==> src/rtl/mult_div_ctrl.sv <==
// Multi-cycle signed MULT/DIV unit: radix-2 Booth multiply and restoring divide,
// one iteration per cycle, 32 iterations, results registered into HI/LO.
module mult_div_ctrl (
    input  logic        clk,
    input  logic        reset,
    input  logic        start_mult,
    input  logic        start_div,
    input  logic [31:0] a_in,
    input  logic [31:0] b_in,
    output logic        busy,
    output logic        done,
    output logic        hilo_write,
    output logic        div_zero,
    output logic [31:0] hi_out,
    output logic [31:0] lo_out
);

    typedef enum logic [1:0] {IDLE, MULT, DIV, DONE} state_t;

    state_t      state, state_nxt;
    logic [5:0]  count;
    logic [64:0] work;      // MULT: {A, Q, q-1}; DIV: {remainder, quotient, unused}
    logic [31:0] m_reg;     // multiplicand (MULT) or divisor magnitude (DIV)
    logic        neg_q, neg_r;

    logic [31:0] a_mag, b_mag;
    logic [32:0] booth_sum;
    logic [64:0] mult_next, div_next;
    logic [32:0] div_shift;
    logic [31:0] rem_trial;
    logic        div_ge;
    logic        last_iter;

    assign a_mag     = a_in[31] ? (~a_in + 32'd1) : a_in;
    assign b_mag     = b_in[31] ? (~b_in + 32'd1) : b_in;
    assign last_iter = (count == 6'd31);

    // Booth add/sub is done in 33 bits so a most-negative multiplicand cannot overflow A
    always_comb begin
        booth_sum = {work[64], work[64:33]};
        case (work[1:0])
            2'b01:   booth_sum = {work[64], work[64:33]} + {m_reg[31], m_reg};
            2'b10:   booth_sum = {work[64], work[64:33]} - {m_reg[31], m_reg};
            default: booth_sum = {work[64], work[64:33]};
        endcase
        mult_next = {booth_sum, work[32:1]};
    end

    always_comb begin
        div_shift = {work[64:33], work[32]};
        div_ge    = (div_shift >= {1'b0, m_reg});
        rem_trial = div_shift[31:0] - m_reg;
        div_next  = {(div_ge ? rem_trial : div_shift[31:0]), work[31:1], div_ge, 1'b0};
    end

    always_ff @(posedge clk or negedge reset) begin
        if (!reset) state <= IDLE;
        else        state <= state_nxt;
    end

    always_comb begin
        state_nxt = state;
        case (state)
            IDLE: begin
                if (start_mult)                    state_nxt = MULT;
                else if (start_div && b_in != '0)  state_nxt = DIV;
            end
            MULT:    if (last_iter) state_nxt = DONE;
            DIV:     if (last_iter) state_nxt = DONE;
            DONE:    state_nxt = IDLE;
            default: state_nxt = IDLE;
        endcase
    end

    always_ff @(posedge clk or negedge reset) begin
        if (!reset) begin
            count    <= '0;
            work     <= '0;
            m_reg    <= '0;
            neg_q    <= 1'b0;
            neg_r    <= 1'b0;
            div_zero <= 1'b0;
            hi_out   <= '0;
            lo_out   <= '0;
        end else begin
            div_zero <= (state == IDLE) && start_div && !start_mult && (b_in == '0);
            case (state)
                IDLE: begin
                    count <= '0;
                    if (start_mult) begin
                        work  <= {32'd0, b_in, 1'b0};
                        m_reg <= a_in;
                    end else if (start_div && b_in != '0) begin
                        work  <= {32'd0, a_mag, 1'b0};
                        m_reg <= b_mag;
                        neg_q <= a_in[31] ^ b_in[31];
                        neg_r <= a_in[31];
                    end
                end
                MULT: begin
                    work  <= mult_next;
                    count <= count + 6'd1;
                    if (last_iter) begin
                        hi_out <= mult_next[64:33];
                        lo_out <= mult_next[32:1];
                    end
                end
                DIV: begin
                    work  <= div_next;
                    count <= count + 6'd1;
                    if (last_iter) begin
                        hi_out <= neg_r ? (~div_next[64:33] + 32'd1) : div_next[64:33];
                        lo_out <= neg_q ? (~div_next[32:1] + 32'd1) : div_next[32:1];
                    end
                end
                default: count <= '0;
            endcase
        end
    end

    assign busy       = (state != IDLE);
    assign done       = (state == DONE);
    assign hilo_write = (state == DONE);

endmodule

==> config.mk <==
export PLATFORM = sky130hd
export DESIGN_NAME = mult_div_ctrl
export DESIGN_NICKNAME = d
export VERILOG_FILES = /design/src/rtl/mult_div_ctrl.sv
export SDC_FILE = /design/constraint.sdc
export NUM_CORES = 1
export LEC_CHECK = 0
export CAP_MARGIN = 30
export CORE_MARGIN = 5
export CORE_UTILIZATION = 40
export DETAILED_ROUTE_END_ITERATION = 7
export GPL_ROUTABILITY_DRIVEN = 0
export SLEW_MARGIN = 15
export SYNTH_ARGS = -nofsm -noshare
export SYNTH_HDL_FRONTEND = slang
export SYNTH_SLANG_ARGS = --single-unit
==> constraint.sdc <==
create_clock -name clk -period 7.6 [get_ports clk]
set_clock_uncertainty 0.1 [all_clocks]
set_input_delay 0.76 -clock clk [delete_from_list [all_inputs] [get_ports clk]]
set_output_delay 0.76 -clock clk [all_outputs]
set_load 0.05 [all_outputs]
After elaboration in Yosys (flattened, before gate mapping)
Index checks and enable logic that the tools add are counted.
Storage, ports and cells
  register bits: 172
  input bits: 68
  output and inout bits: 68
  logic and storage cells: 74
Operators by class
  equal/unequal tests: 10
  magnitude comparators: 1
  multiplexer cells: 22
  reductions and logical operators: 18
  bitwise gates (word level): 6
  add/subtract/negate cells: 8
Operator list (number)
  two-way mux 32 bit: 11
  one-hot mux 65 bit (3 select lines): 1
  two-way mux 65 bit: 2
  adder 32 x 1 -> 32 bit, second input constant: 4
  inverter 32 bit: 4
  one-hot mux 32 bit (2 select lines): 2
  one-hot mux 33 bit (2 select lines): 1
  adder 32 x 32 -> 33 bit: 1
  greater-or-equal comparator 33 x 32 -> 1 bit: 1
  subtractor 32 x 32 -> 33 bit: 1
  logical NOT 32 bit: 1
  nonzero test 32 bit: 1
  subtractor 32 bit: 1
  adder 6 x 1 -> 6 bit, second input constant: 1
  == test 2 bit, second input constant: 3
  == test 6 x 5 -> 1 bit, second input constant: 1
  two-way mux 2 bit: 3
  two-way mux 6 bit: 1
  one-hot mux 2 bit (3 select lines): 1
  AND reduction 2 bit: 3
  AND reduction 3 bit: 2
  nonzero test 2 bit: 3
  == test 2 x 1 -> 1 bit, second input constant: 2
  logical AND 1 bit: 4
  other kinds (9): 10

Longest topological paths before layout
Gate-level depths: netlist (run 1).
  depth after elaboration: 7
  mapped depth: 25
  mapped depth without buffers: 20

Worst setup path before layout (run 1)
Ideal clock, no wire load.
  path kind: register -> register
  from: reg m_reg[18]
  to: reg hi_out[30]
  cell stages (with the launch flop): 25
  arrival time: 4720 ps
  path buffers: 5
  data required time: 7406 ps
  slack: 2686 ps
  clock period less this slack: 4914 ps
  setup time: 94 ps
  cell sequence: dfrtp_1 -> inv_1 -> ha_1 -> buf_2 -> a21oi_2 -> o21ai_1 -> a211oi_1 -> or3_1 -> buf_2 -> nand3_4 -> buf_2 -> buf_1 -> clkbuf_1 -> a21oi_1 -> inv_1 -> ha_1 -> nand3_1 -> nor2_1 -> and2_1 -> a32o_1 -> and4_1 -> nand3_1 -> o41ai_1 -> xor2_1 -> a211oi_1
Between the ends
  longest elaborated chain between the ends: 7
  elaborated cells between the ends (all ways): 12
  those cells by class: add/sub (4); order compare (1); mux (6); bitwise (1)
Ends and longest elaborated chain
  from (decl): line 23  | logic [31:0] m_reg;
  from (signal assigned): line 92  | m_reg <= a_in;
  from (signal assigned): line 95  | m_reg <= b_mag;
  subtractor 32 bit / greater-or-equal comparator 33 x 32 -> 1 bit (equally long branches): line 52, 51
  two-way mux 32 bit: line 53  | div_next = {(div_ge ? rem_trial : div_shift[31:0]), work[31:1], div_ge, 1'b0};
  inverter 32 bit: line 112  | hi_out <= neg_r ? (~div_next[64:33] + 32'd1) : div_next[64:33];
  adder 32 x 1 -> 32 bit: line 112
  two-way mux 32 bit: line 112
  two-way mux 32 bit: line 111  | if (last_iter) begin
  one-hot mux 32 bit (2 select lines) (*): line 87  | case (state)
  to (signal assigned): line 104  | hi_out <= mult_next[64:33];
  to (signal assigned): line 112
  to (decl): line 14  | output logic [31:0] hi_out,
Mark *: on every way between the ends. The rest lies on a longest branch, timed or not. The select of a mux whose other input is x is not followed.
A chain may end at the register's enable or synchronous reset.

Worst setup path after layout (run 1)
  from: reg work[38]
  to: reg hi_out[30]
Between the ends
  longest elaborated chain between the ends: 7
  elaborated cells between the ends (all ways): 12
  those cells by class: add/sub (4); order compare (1); mux (6); bitwise (1)
Ends and longest elaborated chain
  from (decl): line 22  | logic [64:0] work;
  from (signal assigned): line 91  | work <= {32'd0, b_in, 1'b0};
  from (signal assigned): line 94  | work <= {32'd0, a_mag, 1'b0};
  from (signal assigned): line 101  | work <= mult_next;
  subtractor 32 bit / greater-or-equal comparator 33 x 32 -> 1 bit (equally long branches): line 52, 51
  two-way mux 32 bit: line 53
  inverter 32 bit: line 112
  adder 32 x 1 -> 32 bit: line 112
  two-way mux 32 bit: line 112
  two-way mux 32 bit: line 111
  one-hot mux 32 bit (2 select lines) (*): line 87
Marks and branches as above.

==> results of run 1 <==
-- cell type report --
class / count / area (µm²) / share of cell area
Tap cell: 532 / 666 / 0.0354
Sequential cell: 172 / 4300 / 0.229
Timing Repair Buffer: 161 / 1580 / 0.0837
Multi-Input combinational cell: 1825 / 11400 / 0.606
Clock buffer: 18 / 429 / 0.0228
Clock inverter: 14 / 173 / 0.00918
Inverter: 69 / 259 / 0.0138
-- path summary, 6_finish.rpt --
kind	from	end	slack, ps	depth (start not counted)
max	work[38]	hi_out[30]	2250	19
min	reset	m_reg[26]	290	1
max reg2reg	work[38]	hi_out[30]	2250	19
min reg2reg	count[0]	count[0]	370	1
max in group asynchronous	reset	lo_out[15]	5750	3
min in group clk	count[0]	count[0]	370	1
-- cells in the final DEF, fill, tap and decap left out, drive strengths merged, types with 8 or more instances in the layout --
cell type	synthesis	final
a211oi	23	23
a21o	22	22
a21oi	203	203
a221o	12	12
a22oi	43	43
a31oi	34	34
and2	18	18
and3	26	26
buf	47	27
clkbuf	105	19
clkdlybuf4s50	0	133
dfrtp	172	172
ha	75	75
inv	67	75
mux2i	30	30
nand2	267	267
nand2b	8	8
nand3	47	47
nand4	30	30
nor2	198	198
nor2b	13	13
nor3	35	35
nor4	18	18
o211ai	17	17
o21a	19	19
o21ai	254	254
o22ai	31	31
o31ai	35	35
o41ai	16	16
or2	10	10
or3	29	29
or4	20	20
xnor2	94	94
xor2	95	95
-- stage by stage --
step	cells	utilization	instance area (µm²)	hold WS, ps
after CTS	2790	0.459	18800	336
after global routing	2791	0.460	18800	363
final	2791	0.460	18800	289
after detailed placement	2758	0.445	18200	359
after global placement	2756	0.444	18200	355
after floorplan	2218	-	16500	332
-- layer usage --
layer	share of wire	global-route usage
met5	0	0
met3	0.068	0.0366
met2	0.46	0.446
met1	0.42	0.369
met4	0.056	0.135
-- critical path, stage by stage (launching register included) --
cell and delay [ps]:
dfrtp_1 480, ha_1 480, a21oi_2 320, o21ai_1 190
a21boi_2 290, a31o_2 320, nand3_4 360, nand2_1 200
o21ai_0 160, inv_1 100, ha_1 220, nand3_1 130
nor2_1 200, and2_1 170, a32o_1 180, and4_1 340
nand3_1 200, o41ai_1 470, xor2_1 120, a211oi_1 230
-- cell families after synthesis --
group,after synthesis,share of synthesized area
AOI/OAI and AO/OA,778,0.292
and+or+nand+nor,745,0.214
buffers and inverters,221,0.0529
xor gates and xnor gates,189,0.100
DFF,172,0.260
adders and majority gates,77,0.0591
muxes,36,0.0222
==> metrics.yaml, run 1 <==
timing:
  final-hold-violation-count: 0
  rsz0062_at_grt: "false"
  final.setup.worst_slack_ps: 2250
  setup_viol_count_final: 0
  relSlewSlack: 0.400
  timing.fmax_mhz: 187
  min_period_ps: 5350
  tightest_slew_ps: 899
  finalMaxSlewViolations: 0
  fin_crit_sh: 0.705
  finalSetupTns_ps: 0
synthesis:
  ys_seq_area_frac: 0.260
  netlist_instances: 2218
  synth_top_cell_by_area: "dfrtp_1"
  yosysMostFrequentCell: "nand2_1"
  yosysWarnings: 0
  syn_area_per_cell_um2: 7.46
  synth-main-ff-cell: "dfrtp_1"
  synthTopCellsByArea: "dfrtp_1 26%, o21ai_0 7.2%, a21oi_1 6.0%, nand2_1 6.0%, ha_1 5.7%"
  synth_top_area_frac: 0.260
  synthesis.area_um2: 16500
  synth_seq_cells: 172
  synth_commonest_cells: "266 x nand2_1, 237 x o21ai_0, 200 x a21oi_1, 198 x nor2_1, 172 x dfrtp_1"
  synth-edff-count: 0
  syn_nets: 2363
  async_flop_share: 1.00
  ys_types: 90
routing:
  drc_errors: 0
  via_count: 17300
  wl_per_cell_um: 22.8
  vias_per_cell: 6.20
  antenna_left: 0
  drt_iter0_markers: 1614
  wl_um: 63600
  drtPass1Iterations: 6
finish:
  largest-register: "work"
  areaGrowthSynthToFinish_pct: 13.7
  drive_gt1_frac: 0.0522
  num-nets-final: 2391
  diodes: 0
  fillers: 4140
  largest_reg_flops: 65
global_route:
  grt_usage: 0.277
  overflow: 0
  grt_max_degree: 99
  grt_pass1_wl_um: 98300
  antenna_found_initial: 1
  grt_pass1_vias: 16500
floorplanning:
  dieArea_um2: 45500
  dieWidth_um: 213
  core.rowCount: 74
  die_y_um: 213
  ios: 136
  start_util: 0.404
  core_um2: 40900
placement:
  pre_cts_slack_ps: 2400
  hpwl_um: 50000
  portBuffers: 135
cts:
  post_cts_resize_count: 0
  postCtsSetupRepairBufs: 0
  cts_buffers: 17
  cts_tree: "done"
  path_clk_slew_ps: 80
  cts.sinks: 172
  cts-root-buf: "clkbuf_16"
  clk_latency_ps: 460
  cts_hold_buffers: 0
  htreeDepth: 4
  clk_path_buf_depth: 2
run_status:
  status: "finished, final reports clean"
critical_path:
  crit_arrival_ps: 5630
  cp_max_fo: 28
  start_kind: "flip-flop"
  crit_type: "flip-flop to flip-flop"
  crit_required_ps: 7870
  crit_path_end_kind: "flip-flop"
flow_run:
  drv_cap: 0
hold_path:
  hp-class: "primary input to async pin"
Power of run 1 is left out: the tool's default activity adds up to more than one toggle a clock period on the data nets, which glitch-free logic cannot reach.
==> run 2, diff against run 1 <==
==> constraint.sdc (replaced) <==
create_clock -name clk -period 5.25 [get_ports clk]
set_clock_uncertainty 0.1 [all_clocks]
set_input_delay 0.525 -clock clk [delete_from_list [all_inputs] [get_ports clk]]
set_output_delay 0.525 -clock clk [all_outputs]
set_load 0.05 [all_outputs]
==> run 2 against run 1 <==
  * Critical endpoint is now hi_out[26]
  * Hold slack got worse by 240 ps
  * Clock-buffer cell count did not move
  * Largest cell class unchanged
  * Critical path type unchanged
  * Sequential share of layout area fell by 0.27 points
  * Via count rose by 2.4%
==> metrics.yaml, run 2 (synthesis gave the netlist of run 1 again) <==
finish:
  largest_reg_flops: 65
  largest-register: "work"
  final_common_cell: "nand2_1"
  num-nets-final: 2425
  drive_gt1_frac: 0.0681
  final_cell_mix: "266 x nand2_1, 237 x o21ai_0, 199 x a21oi_1, 197 x nor2_1, 172 x dfrtp_1"
  areaGrowthSynthToFinish_pct: 15.1
  stdcell_count: 2824
  diodes: 0
routing:
  drt_iter0_markers: 1916
  wl_per_cell_um: 23.3
  wl_um: 65700
  antenna_left: 0
  via_count: 17700
  drtPass1Iterations: 6
  vias_per_cell: 6.28
  drc_errors: 0
cts:
  cts.sinks: 172
  htreeDepth: 4
  cts_tree: "done"
  path_clk_slew_ps: 70
  cts_hold_buffers: 0
  clk_path_buf_depth: 2
  cts-root-buf: "clkbuf_16"
  cts_buffers: 17
  clk_latency_ps: 470
global_route:
  grt_pass1_wl_um: 98800
  grt_max_degree: 96
  grt_pass1_vias: 16600
  grt_usage: 0.281
  overflow: 0
  antenna_found_initial: 1
timing:
  rsz0062_at_grt: "false"
  tightest_slew_ps: 973
  relSlewSlack: 0.348
  fin_crit_sh: 0.927
  finalMaxSlewViolations: 0
  final-hold-violation-count: 0
  timing.fmax_mhz: 206
  setup_viol_count_final: 0
  min_period_ps: 4870
  finalSetupTns_ps: 0
  hold_slack_ps: 53.2
floorplanning:
  dieArea_um2: 45500
  core_um2: 40900
  ios: 136
  start_util: 0.404
  dieWidth_um: 213
  core.rowCount: 74
  die_y_um: 213
placement:
  portBuffers: 135
  placed_cells_incl_taps: 2792
  hpwl_um: 51200
critical_path:
  crit_required_ps: 5530
  rrSetupSlack_ps: 380
  crit_arrival_ps: 5140
  path_depth: 16
  cpPeakStageDelay_ps: 470
  cp_max_fo: 4
  start_kind: "flip-flop"
  crit_chain: "nor3_1, and4_1, a31oi_1, xnor2_1, ha_1, a21o_1, a21o_1, a211o_1, or3b_2, o21ai_0, a21oi_1, nor3_1, xor2_1, o21ai_0, a22oi_1, a311oi_1"
  crit_type: "flip-flop to flip-flop"
  cp_num_buf_inv: 0
  critPathLaunch: "m_reg[4]"
  ff2ff_path_depth: 16
  r2r_start: "m_reg[4]"
  cp_slowest_cell: "or3b_2"
  crit_path_end_kind: "flip-flop"
  cpLargestDelayFamily: "compound AO/OA/AOI/OAI gates"
run_status:
  status: "finished, final reports clean"
flow_run:
  drv_cap: 0
hold_path:
  hp-class: "primary input to async pin"
==> run 2: cell count changes in the layout (fill, tap and decap cells not counted), sizes merged <==
cell      delta
buf         +33
bufinv       -2
clkbuf       +1
clkinv       +1
clkinvlp     +2
inv          -2
==> run 2: path summary, 6_finish.rpt <==
check / to
hold / removal: m_reg[30]
max in group asynchronous: work[15]
setup reg to reg: hi_out[26]
min in group clk: count[0]
setup / recovery: hi_out[26]
hold reg to reg: count[0]
==> run 2: metal layers <==
| layer | vias to the layer above | GRT usage | wire (µm) |
|---|---|---|---|
| met5 | - | 0 | 13 |
| met4 | 2 | 0.131 | 3440 |
| met3 | 175 | 0.0461 | 5080 |
| met2 | 876 | 0.449 | 29900 |
| met1 | 8495 | 0.374 | 27400 |
| li1 | 8187 | - | - |
==> run 2: layout make-up <==
| class | count | area [µm²] |
|---|---|---|
| clock inverters | 13 | 108 |
| repair buffers | 195 | 1830 |
| well taps | 532 | 666 |
| fillers | 4189 | 21900 |
| multi-input cells | 1825 | 11400 |
| flip-flops and latches | 172 | 4300 |
| clock buffers | 18 | 439 |
| inverters | 69 | 259 |
==> run 2: stage by stage <==
step | utilization | instance area [µm²] | worst slack (ps)
floorplan | - | 16500 | 336
global placement | 0.450 | 18400 | 448
detailed placement | 0.451 | 18400 | 305
CTS | 0.464 | 19000 | 278
global route | 0.465 | 19000 | 70.4
finish | 0.465 | 19000 | 385
==> run 2: what timing repair did <==
action / in CTS / in global routing
resized for setup: 0 / 6
endpoints found under the setup margin: 0 / 3
buffers inserted: 0 / 0
Power of run 2 is left out for the same reason.
